==> src/rtl/mem_port_arbiter.sv <==
// mem_port_arbiter: serialises instruction-bus and data-bus accesses onto a
// single-ported memory. One transaction in flight at most; the winner's
// direction, address and write data are held for the whole access, and read
// data returns with a one-cycle valid pulse after MEM_LAT cycles.
//
// Optional feature: define ARB_ROUND_ROBIN_EN to replace the fixed
// data-over-instruction priority with a 1-bit last-owner round-robin pointer.
module mem_port_arbiter #(
    parameter int unsigned MEM_LAT = 1
) (
    input  logic        s_clk_i,
    input  logic        s_resetn_i,
    input  logic        s_i_req_i,
    input  logic        s_i_write_i,
    input  logic [31:0] s_i_add_i,
    input  logic [31:0] s_i_val_i,
    output logic        s_i_gnt_o,
    output logic        s_i_rvalid_o,
    output logic [31:0] s_i_val_o,
    input  logic        s_d_req_i,
    input  logic        s_d_write_i,
    input  logic [31:0] s_d_add_i,
    input  logic [31:0] s_d_val_i,
    output logic        s_d_gnt_o,
    output logic        s_d_rvalid_o,
    output logic [31:0] s_d_val_o,
    output logic        s_mem_req_o,
    output logic        s_mem_write_o,
    output logic [31:0] s_mem_add_o,
    output logic [31:0] s_mem_val_o,
    input  logic [31:0] s_mem_val_i,
    output logic        s_busy_o
);

    typedef enum logic [1:0] {
        IDLE  = 2'd0,
        ISSUE = 2'd1,
        WAIT  = 2'd2,
        RESP  = 2'd3
    } state_t;

    // Counter preload: WAIT lasts MEM_LAT cycles, the last one capturing data.
    localparam logic [3:0] CNT_INIT = 4'(MEM_LAT - 1);

    state_t      state_q, state_d;
    logic [3:0]  cnt_q, cnt_d;
    logic        owner_q, owner_d;     // 1 = data requester owns the access
    logic        write_q, write_d;
    logic [31:0] addr_q, addr_d;
    logic [31:0] wdata_q, wdata_d;
    logic [31:0] i_rdata_q, i_rdata_d;
    logic [31:0] d_rdata_q, d_rdata_d;
    logic        tie_win_d;            // winner when both requests are high

`ifdef ARB_ROUND_ROBIN_EN
    logic        last_q, last_d;       // 1 = data was served last

    // On a tie, favour whichever requester was not served last.
    always_comb begin
        tie_win_d = ~last_q;
    end
`else
    // On a tie, data always wins.
    always_comb begin
        tie_win_d = 1'b1;
    end
`endif

    // State register and all latched fields; everything clears on reset.
    always_ff @(posedge s_clk_i or negedge s_resetn_i) begin
        if (!s_resetn_i) begin
            state_q   <= IDLE;
            cnt_q     <= 4'd0;
            owner_q   <= 1'b0;
            write_q   <= 1'b0;
            addr_q    <= 32'd0;
            wdata_q   <= 32'd0;
            i_rdata_q <= 32'd0;
            d_rdata_q <= 32'd0;
`ifdef ARB_ROUND_ROBIN_EN
            last_q    <= 1'b0;
`endif
        end else begin
            state_q   <= state_d;
            cnt_q     <= cnt_d;
            owner_q   <= owner_d;
            write_q   <= write_d;
            addr_q    <= addr_d;
            wdata_q   <= wdata_d;
            i_rdata_q <= i_rdata_d;
            d_rdata_q <= d_rdata_d;
`ifdef ARB_ROUND_ROBIN_EN
            last_q    <= last_d;
`endif
        end
    end

    // Next-state logic: arbitrate and latch in IDLE, count in WAIT.
    always_comb begin
        state_d   = state_q;
        cnt_d     = cnt_q;
        owner_d   = owner_q;
        write_d   = write_q;
        addr_d    = addr_q;
        wdata_d   = wdata_q;
        i_rdata_d = i_rdata_q;
        d_rdata_d = d_rdata_q;
`ifdef ARB_ROUND_ROBIN_EN
        last_d    = last_q;
`endif
        case (state_q)
            IDLE: begin
                if (s_i_req_i || s_d_req_i) begin
                    // A lone requester wins regardless of the tie rule.
                    if (s_i_req_i && s_d_req_i) begin
                        owner_d = tie_win_d;
                    end else begin
                        owner_d = s_d_req_i;
                    end
                    write_d = owner_d ? s_d_write_i : s_i_write_i;
                    addr_d  = owner_d ? s_d_add_i   : s_i_add_i;
                    wdata_d = owner_d ? s_d_val_i   : s_i_val_i;
                    state_d = ISSUE;
                end
            end
            ISSUE: begin
`ifdef ARB_ROUND_ROBIN_EN
                last_d = owner_q;
`endif
                if (write_q) begin
                    state_d = IDLE;
                end else begin
                    cnt_d   = CNT_INIT;
                    state_d = WAIT;
                end
            end
            WAIT: begin
                if (cnt_q != 4'd0) begin
                    cnt_d = cnt_q - 4'd1;
                end else begin
                    if (owner_q) begin
                        d_rdata_d = s_mem_val_i;
                    end else begin
                        i_rdata_d = s_mem_val_i;
                    end
                    state_d = RESP;
                end
            end
            RESP: begin
                state_d = IDLE;
            end
            default: begin
                state_d = IDLE;
            end
        endcase
    end

    // Outputs decoded from state; address/data hold their last latched value.
    always_comb begin
        s_mem_req_o   = (state_q == ISSUE);
        s_mem_write_o = (state_q == ISSUE) && write_q;
        s_mem_add_o   = addr_q;
        s_mem_val_o   = wdata_q;
        s_i_gnt_o     = (state_q == ISSUE) && !owner_q;
        s_d_gnt_o     = (state_q == ISSUE) &&  owner_q;
        s_i_rvalid_o  = (state_q == RESP)  && !owner_q;
        s_d_rvalid_o  = (state_q == RESP)  &&  owner_q;
        s_i_val_o     = i_rdata_q;
        s_d_val_o     = d_rdata_q;
        s_busy_o      = (state_q != IDLE);
    end

endmodule

==> config.mk <==
export PLATFORM = sky130hd
export DESIGN_NAME = mem_port_arbiter
export DESIGN_NICKNAME = d
export VERILOG_FILES = /design/src/rtl/mem_port_arbiter.sv
export SDC_FILE = /design/constraint.sdc
export NUM_CORES = 1
export LEC_CHECK = 0
export ABC_AREA = 0
export CAP_MARGIN = 20
export CORE_MARGIN = 2
export CORE_UTILIZATION = 43
export CTS_CLUSTER_SIZE = 28
export DETAILED_ROUTE_END_ITERATION = 12
export PLACE_DENSITY_LB_ADDON = 0.1
export SLEW_MARGIN = 20
export SYNTH_ARGS = -nofsm -noshare
export SYNTH_HDL_FRONTEND = slang
export SYNTH_SLANG_ARGS = --single-unit
==> constraint.sdc <==
create_clock -name s_clk_i -period 3.73 [get_ports s_clk_i]
set_input_delay 1.119 -clock s_clk_i [delete_from_list [all_inputs] [get_ports s_clk_i]]
set_output_delay 1.119 -clock s_clk_i [all_outputs]
set_load 0.005 [all_outputs]
== Word-level counts from Yosys, hierarchy flattened ==
Cells that the tools add are included.
Word-level totals
  register bits: 136
  logic and storage cells: 48
  output and inout bits: 135
  input port bits: 166
Operators by class
  add/subtract/negate cells: 1
  bitwise logic cells: 2
  equal/unequal tests: 7
  multiplexer cells: 13
  reduce and logical (&&, ||, !) cells: 17
Operators with widths (count)
  32-bit two-way mux: 2
  3-bit AND reduction: 3
  4-bit two-way mux: 2
  2-bit != test, second input constant: 4
  2-bit one-hot mux with 4 select lines: 1
  4-bit one-hot mux with 2 select lines: 1
  1-bit logical AND: 6
  2-bit two-way mux: 3
  2-bit equality test, second input constant: 2
  1-bit two-way mux: 4
  2-bit AND reduction: 2
  2-bit nonzero test: 2
  4-bit nonzero test: 1
  4-bit by 1-bit subtractor with 4-bit output, second input constant: 1
  2-bit by 1-bit equality test with 1-bit output, second input constant: 1
  2-bit logical NOT: 1
  1-bit NOT: 2
  1-bit logical NOT: 1
  1-bit logical OR: 1

== Logic depth before layout (Yosys ltp) ==
Gate-level depths: netlist of the first run.
  word-level depth: 5
  mapped depth: 7
  depth with buffers taken out: 5

== Least setup slack after synthesis of the first run ==
Ideal clock, no wire load.
  kind: input -> register
  start point: in s_d_req_i
  end point: reg addr_q[25] (netlist: s_mem_add_o[25])
  path buffers: 3
  arrival time: 2132 ps
  stages: 6
  setup time: 83 ps
  required time: 3647 ps
  slack: 1515 ps
  cells stage by stage: clkbuf_1 o21ai_0 buf_2 buf_1 nand2_1 o21ai_0
Between the ends
  longest elaborated chain between the ends: 5
  elaborated cells between the ends (all ways): 7
  classes of those cells: 4 x mux; 3 x reduce/logical
RTL lines
  start, declared: line 20  | input logic s_d_req_i,
  1-bit logical AND: line 115  | if (s_i_req_i && s_d_req_i) begin
  1-bit two-way mux: line 115
  1-bit two-way mux: line 113  | if (s_i_req_i || s_d_req_i) begin
  1-bit two-way mux: line 111  | case (state_q)
  32-bit two-way mux: line 121  | addr_d = owner_d ? s_d_add_i : s_i_add_i;
  end signal, assigned: line 88  | addr_q <= addr_d;
  end, declared: line 49  | logic [31:0] addr_q, addr_d;
Several ways; a longest one is shown, not always the timed one. The select of a mux whose other input is x is not followed.
A chain may end at the register's enable or synchronous reset.

==> results.toml, run 1 <==
[hold_path]
hp-start = "s_mem_val_o[16]$_DFFE_PN0P_"
min_path_type = "flop to flop"

[clock_tree]
cts_setup_buffers = 0
cts_tree = "built"
clock-root-buffer = "clkbuf_16"
clkTransAtPathRegs_ns = 0.05
insertion_delay_ns = 0.41
cts_made_buffers = 17
cts-resized-gates = 0
clockBufferDepth = 2
h-tree-depth = 4
holdBufCountCts = 0
cts_sinks = 136

[logic_synthesis]
async_flop_share_pct = 100
yosys_most_used_dff = "dfrtp_1"
synth-seq-cells = 136
seq_area_frac_synth_pct = 57.2
yosys.area.top_type = "dfrtp_1"
synth_edf_count = 0
syn_area_per_cell_um2 = 12.7
syn_nets = 639
synth_area_leaders = "dfrtp_1 57%, mux2i_1 11%, mux2_4 7.6%, mux2_2 6.4%, o21ai_0 5.6%"
synth_cell_type_count = 35
postSynthCellCount = 468
synth_top_area_share_pct = 57.2
syn_area_um2 = 5950
yosys_warnings = 0

[power_and_ir_drop]
p_int_mw = 5.35
p_leak_nw = 4.32
seqPwrFrac_pct = 34.8
p_total_mw = 7.48
power_density_nw_per_um2 = 772
p_sw_mw = 2.13
power.share.clock_pct = 22.6
p_comb_share_pct = 42.6
power.share.switching_pct = 28.5
vdd_drop_max_mv = 0.423

[floorplanning]
die_w_um = 122
die_area_um2 = 14800
io_pins = 301
fp-row-count = 42
start_util_pct = 44.4
core_um2 = 13400
die_y_um = 122

[final_layout]
utilization_pct = 72.3
drive_above_1_share_pct = 13.7
syn2layout_area_growth_pct = 62.8
antennaDiodeCount = 0
final_net_count = 934

[timing]
slew_headroom_pct = 27.2
finalCritPeriodShare_pct = 80.1
setup_viol = 0
final_hold_viol_count = 0
rsz0062_at_grt = "false"
tns_ns = 0
fmax_mhz = 335
period_minus_slack_ns = 2.99
worst_pin_slew_ns = 1.09
timing.final.ws_setup_ns = 0.742
finalMaxSlewViolations = 0
finalClockSkew_ns = 0.00578
hold_slack_ns = 0.473

[detailed_routing]
antenna_left = 0
finalWirelength_mm = 16.1
first_pass_iters = 5
routed.top_layer = "met4"
m1WireLength_mm = 6.32
post-route-drc-count = 0
vias = 4667
wl_met3_mm = 1.24
post_drt_wl_per_cell_um = 16.9
wl_met2_mm = 8.01
drt_iter0_drc = 187
routed_via_density = 4.90

[job]
cap_violations = 0

[status]
status = "complete, no violations"

[setup_path]
path_class = "flop to output pin"
cp_slowest_cell = "clkdlybuf4s50_1"
crit_chain = "inv_1 -> ha_1 -> and2_1 -> clkdlybuf4s50_1"
crit_buf_inv = 2
cp.required_ns = 2.61
crit-reg2reg-launch = "state_q[0]$_DFFE_PN0P_"
endpoint_kind = "output pin"
cp.arrival_ns = 1.87
startpoint_type = "flop"
cp_max_fo = 6
critical-path-top-delay-family = "buffers and inverters"
max_stage_delay_ns = 0.53

[global_routing]
gr-total-overflow = 0
grt_pass1_wl_mm = 25.4
grt_max_degree = 131
grt_antenna_before_repair = 0
grt_pass1_vias = 4974
grtUsageTotal_pct = 22.7

[placement]
post-place-ws_ns = 1.17
dpl.hpwl_mm = 12.0
place_congestion = 0.797
portBuffers = 300
synth_stat cells, drive strengths merged, types with 2 or more instances:
master and count:
a22o 2, and2 3, buf 17, clkbuf 12, dfrtp 136, ha 5
inv 8, mux2 64, mux2i 66, nand2 67, nor2 2, nor2b 2
o21ai 67
layout by cell type, fill, tap and decap left out, types with 2 or more instances in the layout:
cell and n:
clkbuf_8 7, clkinv_2 2, clkinvlp_4 2, clkbuf_16 17, nor2b_1 2, mux2_4 30
a22o_1 2, buf_4 3, inv_1 8, ha_1 5, dfrtp_1 136, o21ai_0 66
clkbuf_1 2, buf_12 3, bufinv_16 2, clkdlybuf4s50_1 298, nand2_1 67, mux2_2 34
and2_1 3, mux2i_1 66
final cells by class:
type                       instances  area, um2
fill                             947       3710
sequential                       136       3400
timing repair buffer             305       3080
multi-input combinational        295       2350
clock buffer                      26        529
tap                              176        220
clock inverter                     6       85.1
inverter                           8       30.0
logic make-up (layout without fill, tap and decap cells):
group | Yosys count | in the layout | share of synthesized area [%]
DFF | 136 | 136 | 57.2
muxes | 130 | 130 | 25.1
and+or+nand+nor | 82 | 82 | 5.93
AOI/OAI and AO/OA | 78 | 78 | 7.12
buffers and inverters | 37 | 345 | 3.66
adders and majority gates | 5 | 5 | 1.05
state kept, by name, indices dropped and copies added, names as in the netlist, named ones only:
name         cells
state_q          1
owner_q          1
cnt_q            4
s_mem_add_o     32
s_i_val_o       32
s_mem_val_o     32
write_q          1
s_d_val_o       32
layer usage:
metal	track usage [%]	vias up
li1	-	2217
met1	27.1	2223
met2	38.0	199
met3	6.98	28
met4	9.77	0
met5	0	-
worst paths after layout:
kind / endpoint / slack (ns) / depth (start not counted)
min: s_mem_val_o[16]$_DFFE_PN0P_ / 0.47 / 2
max reg2reg: s_d_val_o[6]$_DFFE_PN0P_ / 1.34 / 5
max: s_mem_write_o / 0.74 / 4
min reg2reg: s_mem_val_o[16]$_DFFE_PN0P_ / 0.47 / 2
min in group asynchronous: s_i_val_o[11]$_DFFE_PN0P_ / 0.76 / 1
max in group asynchronous: s_mem_val_o[14]$_DFFE_PN0P_ / 2.21 / 2
tightest hold or removal path: stages (launching register included):
cell and delay (ns):
dfrtp_1 0.34, nand2_1 0.04, o21ai_0 0.06
metrics by stage:
stage | cell area, um2 | instances
3_5_place_dp | 9080 | 920
2_1_floorplan | 5950 | 468
3_3_place_gp | 9080 | 920
4_1_cts | 9690 | 952
6_report | 9690 | 952
5_1_grt | 9690 | 952
power groups by stage:
| stage | Sequential, mW | Combinational (mW) | Clock (mW) |
|---|---|---|---|
| 2_1_floorplan | 2.63 | 1.20 | 0 |
| 3_3_place_gp | 2.57 | 3.17 | 0 |
| 3_5_place_dp | 2.61 | 3.22 | 0 |
| 4_1_cts | 2.61 | 3.24 | 1.73 |
| 5_1_grt | 2.70 | 3.46 | 1.80 |
| 6_report | 2.60 | 3.19 | 1.69 |
(Power assumes the default switching activity.)
==> run 2, diff against run 1 <==
--- a/config.mk
+++ b/config.mk
@@ -8,7 +8,7 @@
 export ABC_AREA = 0
 export CAP_MARGIN = 20
 export CORE_MARGIN = 2
-export CORE_UTILIZATION = 43
+export CORE_UTILIZATION = 40
 export CTS_CLUSTER_SIZE = 28
 export DETAILED_ROUTE_END_ITERATION = 12
 export PLACE_DENSITY_LB_ADDON = 0.1
==> constraint.sdc (replaced) <==
create_clock -name s_clk_i -period 3 [get_ports s_clk_i]
set_input_delay 0.9 -clock s_clk_i [delete_from_list [all_inputs] [get_ports s_clk_i]]
set_output_delay 0.9 -clock s_clk_i [all_outputs]
set_load 0.005 [all_outputs]
==> run 2 against run 1 <==
Compared with the run above:
- setup slack lost 0.58 ns
- routed wire length grew 2.4%
- critical path depth is the same
- cell count grew 1.5%
- largest power group unchanged
==> results.toml, run 2 (synthesized netlist as in run 1, its figures left out) <==
[floorplanning]
fp-row-count = 44
die_w_um = 126
start_util_pct = 41.0
io_pins = 301
core_um2 = 14500
die_y_um = 126
die_area_um2 = 15900

[power_and_ir_drop]
seqPwrFrac_pct = 35.0
power.share.switching_pct = 29.0
power.share.clock_pct = 21.1
p_comb_share_pct = 43.9
p_int_mw = 6.58
p_leak_nw = 4.35
p_sw_mw = 2.68
p_total_mw = 9.27
power_density_nw_per_um2 = 949
vdd_drop_max_mv = 0.431

[final_layout]
layout_commonest_cell = "clkdlybuf4s50_1"
seqCellArea_um2 = 3400
n_fill_cell = 1133
syn2layout_area_growth_pct = 64.0
antennaDiodeCount = 0
final_net_count = 940
final_cell_mix = "298 x clkdlybuf4s50_1, 136 x dfrtp_1, 67 x nand2_1"
multiInputGateArea_um2 = 2350
drive_above_1_share_pct = 14.2

[timing]
finalClockSkew_ns = 0.00702
fmax_mhz = 352
hold_slack_ns = 0.461
final_hold_viol_count = 0
worst_pin_slew_ns = 0.680
period_minus_slack_ns = 2.84
tns_ns = 0
slew_headroom_pct = 54.7
finalCritPeriodShare_pct = 94.7
finalMaxSlewViolations = 0
setup_viol = 0
rsz0062_at_grt = "false"

[global_routing]
gr-total-overflow = 0
grt_pass1_vias = 4984
grtUsageTotal_pct = 21.5
grt_max_degree = 58
grt_pass1_wl_mm = 26.5
grt_antenna_before_repair = 0

[placement]
dpl.hpwl_mm = 12.6
portBuffers = 300
place_congestion = 0.769

[setup_path]
ff2ff_path_depth = 6
path_class = "flop to output pin"
cp.required_ns = 2.10
cp_max_fo = 6
regToRegSetupSlack_ns = 0.70
cp.arrival_ns = 1.94
crit-reg2reg-launch = "state_q[0]$_DFFE_PN0P_"
startpoint_type = "flop"
r2r-end = "s_i_val_o[30]$_DFFE_PN0P_"
endpoint_kind = "output pin"

[clock_tree]
cts_sinks = 136
cts_setup_buffers = 0
cts_tree = "built"
holdBufCountCts = 0
clockBufferDepth = 2
cts_made_buffers = 17
cts-resized-gates = 0
insertion_delay_ns = 0.41
h-tree-depth = 4
clkTransAtPathRegs_ns = 0.05
clock-root-buffer = "clkbuf_16"

[detailed_routing]
post_drt_wl_per_cell_um = 17.0
finalWirelength_mm = 16.4
post-route-drc-count = 0
antenna_left = 0
vias = 4643
routed_via_density = 4.81
first_pass_iters = 6
drt_iter0_drc = 193

[hold_path]
min_path_type = "input pin to async pin"

[job]
cap_violations = 0

[status]
status = "complete, no violations"
run 2: metal layers:
| layer | global-route usage, % | wire, um | part of all wire (%) |
|---|---|---|---|
| met1 | 25.1 | 6560 | 40 |
| met2 | 36.8 | 8270 | 50 |
| met3 | 7.56 | 1320 | 8.0 |
| met4 | 7.50 | 289 | 1.8 |
| met5 | 0 | 0 | 0 |
run 2: critical path: stages, from the launching register on:
cell	delay, ns
dfrtp_1	0.40
inv_1	0.11
ha_1	0.31
nor2b_1	0.20
clkdlybuf4s50_1	0.52
run 2: stage by stage:
| stage | setup slack (ns) | instances | util, % | area [um2] |
|---|---|---|---|---|
| 6_report | 0.158 | 966 | 67.2 | 9760 |
| 5_1_grt | 0.0528 | 966 | 67.2 | 9760 |
| 4_1_cts | 0.131 | 966 | 67.2 | 9760 |
| 3_5_place_dp | 0.564 | 934 | 63.3 | 9200 |
| 3_3_place_gp | 0.601 | 934 | 63.3 | 9200 |
| 2_1_floorplan | 1.00 | 468 | - | 5950 |
run 2: area by class of cell:
| class | count | area share (%) |
|---|---|---|
| Clock buffer | 24 | 5.04 |
| Multi-Input combinational cell | 295 | 24.1 |
| Tap cell | 184 | 2.36 |
| Sequential cell | 136 | 34.9 |
| Timing Repair Buffer | 311 | 32.6 |
| Inverter | 8 | 0.308 |
| Clock inverter | 8 | 0.718 |
run 2: worst max path at each step:
stage	start	end	slack, ns	depth (start not counted)
after floorplan	s_d_req_i	s_mem_add_o[25]$_DFFE_PN0P_	1.00	6
after global placement	flop	s_i_gnt_o	0.60	4
after detailed placement	state_q[0]$_DFFE_PN0P_	s_d_val_o[0]$_DFFE_PN0P_	0.56	5
after CTS	flop	s_i_gnt_o	0.13	4
after global routing	flop	s_i_gnt_o	0.05	4
final	flop	s_i_gnt_o	0.16	4
run 2: power by group through the flow:
| stage | clock network, mW | logic, mW | registers (mW) |
|---|---|---|---|
| 6_report | 1.95 | 4.07 | 3.24 |
| 3_5_place_dp | 0 | 4.12 | 3.27 |
| 3_3_place_gp | 0 | 4.05 | 3.22 |
| 4_1_cts | 2.01 | 4.14 | 3.25 |
| 2_1_floorplan | 0 | 1.49 | 3.27 |
| 5_1_grt | 2.09 | 4.40 | 3.37 |
==> run 3, diff against run 2 <==
--- a/config.mk
+++ b/config.mk
@@ -12,7 +12,7 @@
 export CTS_CLUSTER_SIZE = 28
 export DETAILED_ROUTE_END_ITERATION = 12
 export PLACE_DENSITY_LB_ADDON = 0.1
-export SLEW_MARGIN = 20
 export SYNTH_ARGS = -nofsm -noshare
 export SYNTH_HDL_FRONTEND = slang
 export SYNTH_SLANG_ARGS = --single-unit
+export TNS_END_PERCENT = 20
==> run 3 against run 2 <==
Compared with the run above:
- utilization up 0.12 points
- total power rose by 0.15%
- largest cell class unchanged
- highest routed layer unchanged
- critical endpoint unchanged
- first-iteration DRC count shrank 10%
- via count grew 0.17%
- combinational power about the same
- sequential power is essentially flat
==> results.toml, run 3 (synthesized netlist as in run 1, its figures left out) <==
[status]
status = "complete, no violations"

[timing]
final_hold_viol_count = 0
period_minus_slack_ns = 2.85
worst_pin_slew_ns = 0.574
finalClockSkew_ns = 0.00681
tns_ns = 0
fmax_mhz = 351
finalCritPeriodShare_pct = 95.0
finalMaxSlewViolations = 0
rsz0062_at_grt = "false"
hold_slack_ns = 0.460
setup_viol = 0
slew_headroom_pct = 61.6

[setup_path]
cp.arrival_ns = 1.95
cp.required_ns = 2.10
cp_max_fo = 6
max_stage_delay_ns = 0.52
endpoint_kind = "output pin"
crit_buf_inv = 2
crit_chain = "inv_1 -> ha_1 -> nor2b_1 -> clkdlybuf4s50_1"
critical-path-top-delay-family = "buffers and inverters"
path_class = "flop to output pin"
cp_slowest_cell = "clkdlybuf4s50_1"
startpoint_type = "flop"

[power_and_ir_drop]
p_sw_mw = 2.69
vdd_drop_max_mv = 0.430
power.share.switching_pct = 29.0
power.share.clock_pct = 21.1
power_density_nw_per_um2 = 949
p_total_mw = 9.28
p_comb_share_pct = 44.0
seqPwrFrac_pct = 34.9
p_int_mw = 6.59
p_leak_nw = 4.36

[final_layout]
syn2layout_area_growth_pct = 64.3
layout_commonest_cell = "clkdlybuf4s50_1"
final_net_count = 941
drive_above_1_share_pct = 14.3
final_cells = 967
antennaDiodeCount = 0
final_cell_mix = "298 x clkdlybuf4s50_1, 136 x dfrtp_1, 67 x nand2_1"

[clock_tree]
cts_made_buffers = 17
cts_tree = "built"
cts-resized-gates = 0
clockBufferDepth = 2
cts_sinks = 136
clock-root-buffer = "clkbuf_16"
cts_setup_buffers = 0
clkTransAtPathRegs_ns = 0.05
holdBufCountCts = 0
insertion_delay_ns = 0.41
h-tree-depth = 4

[global_routing]
grt_max_degree = 58
gr-total-overflow = 0
grt_pass1_vias = 4984
grtUsageTotal_pct = 21.5
grt_pass1_wl_mm = 26.5
grt_antenna_before_repair = 0

[detailed_routing]
post_drt_wl_per_cell_um = 17.0
first_pass_iters = 6
antenna_left = 0
drt_iter0_drc = 173
routed_via_density = 4.81
finalWirelength_mm = 16.5
vias = 4651
post-route-drc-count = 0

[placement]
place_congestion = 0.769
placed_cells = 934
portBuffers = 300
dpl.hpwl_mm = 12.6

[floorplanning]
core_um2 = 14500
die_w_um = 126
die_area_um2 = 15900
start_util_pct = 41.0
io_pins = 301
fp-row-count = 44
die_y_um = 126

[job]
cap_violations = 0

[hold_path]
min_path_type = "input pin to async pin"
-- run 3: cell count changes in the layout (fill, tap and decap cells not counted) --
cell,before,now
or2_4,1,0
buf_12,8,9
or2_2,0,1
-- run 3: power by group through the flow --
stage          Sequential, mW  Combinational, mW  Clock [mW]
2_1_floorplan            3.27               1.49           0
3_3_place_gp             3.22               4.05           0
3_5_place_dp             3.27               4.12           0
4_1_cts                  3.25               4.14        2.01
5_1_grt                  3.37               4.42        2.09
6_report                 3.24               4.08        1.96
-- run 3: worst paths after layout --
path / endpoint / slack [ns] / cells after the start / from
hold reg to reg: s_mem_val_o[1]$_DFFE_PN0P_ / 0.48 / 2 / s_mem_val_o[1]$_DFFE_PN0P_
setup / recovery: s_i_gnt_o / 0.15 / 4 / flop
setup reg to reg: s_i_val_o[30]$_DFFE_PN0P_ / 0.71 / 6 / state_q[0]$_DFFE_PN0P_
min in group s_clk_i: s_mem_val_o[1]$_DFFE_PN0P_ / 0.48 / 2 / s_mem_val_o[1]$_DFFE_PN0P_
hold / removal: s_d_val_o[14]$_DFFE_PN0P_ / 0.46 / 1 / s_resetn_i
max in group asynchronous: s_mem_add_o[15]$_DFFE_PN0P_ / 1.88 / 2 / s_resetn_i
-- run 3: per-stage QoR --
stage | cell area [um2] | setup WS [ns] | util (%)
6_report | 9780 | 0.150 | 67.3
5_1_grt | 9780 | 0.0528 | 67.3
4_1_cts | 9760 | 0.131 | 67.2
3_5_place_dp | 9200 | 0.564 | 63.3
3_3_place_gp | 9200 | 0.601 | 63.3
2_1_floorplan | 5950 | 1.00 | -
-- run 3: area by class of cell --
cell class	count	area, um2
Sequential cell	136	3400
Multi-Input combinational cell	295	2350
Clock buffer	24	492
Inverter	8	30.0
Clock inverter	8	70.1
Timing Repair Buffer	312	3200
Tap cell	184	230
Fill cell	1133	4750
-- run 3: layer usage --
| metal | track usage, % | vias to the layer above | part of all wire [%] |
|---|---|---|---|
| met2 | 36.8 | 197 | 50 |
| met5 | 0 | - | 0 |
| met4 | 7.50 | 0 | 1.8 |
| met1 | 25.1 | 2198 | 40 |
| li1 | - | 2236 | - |
| met3 | 7.56 | 20 | 8.1 |
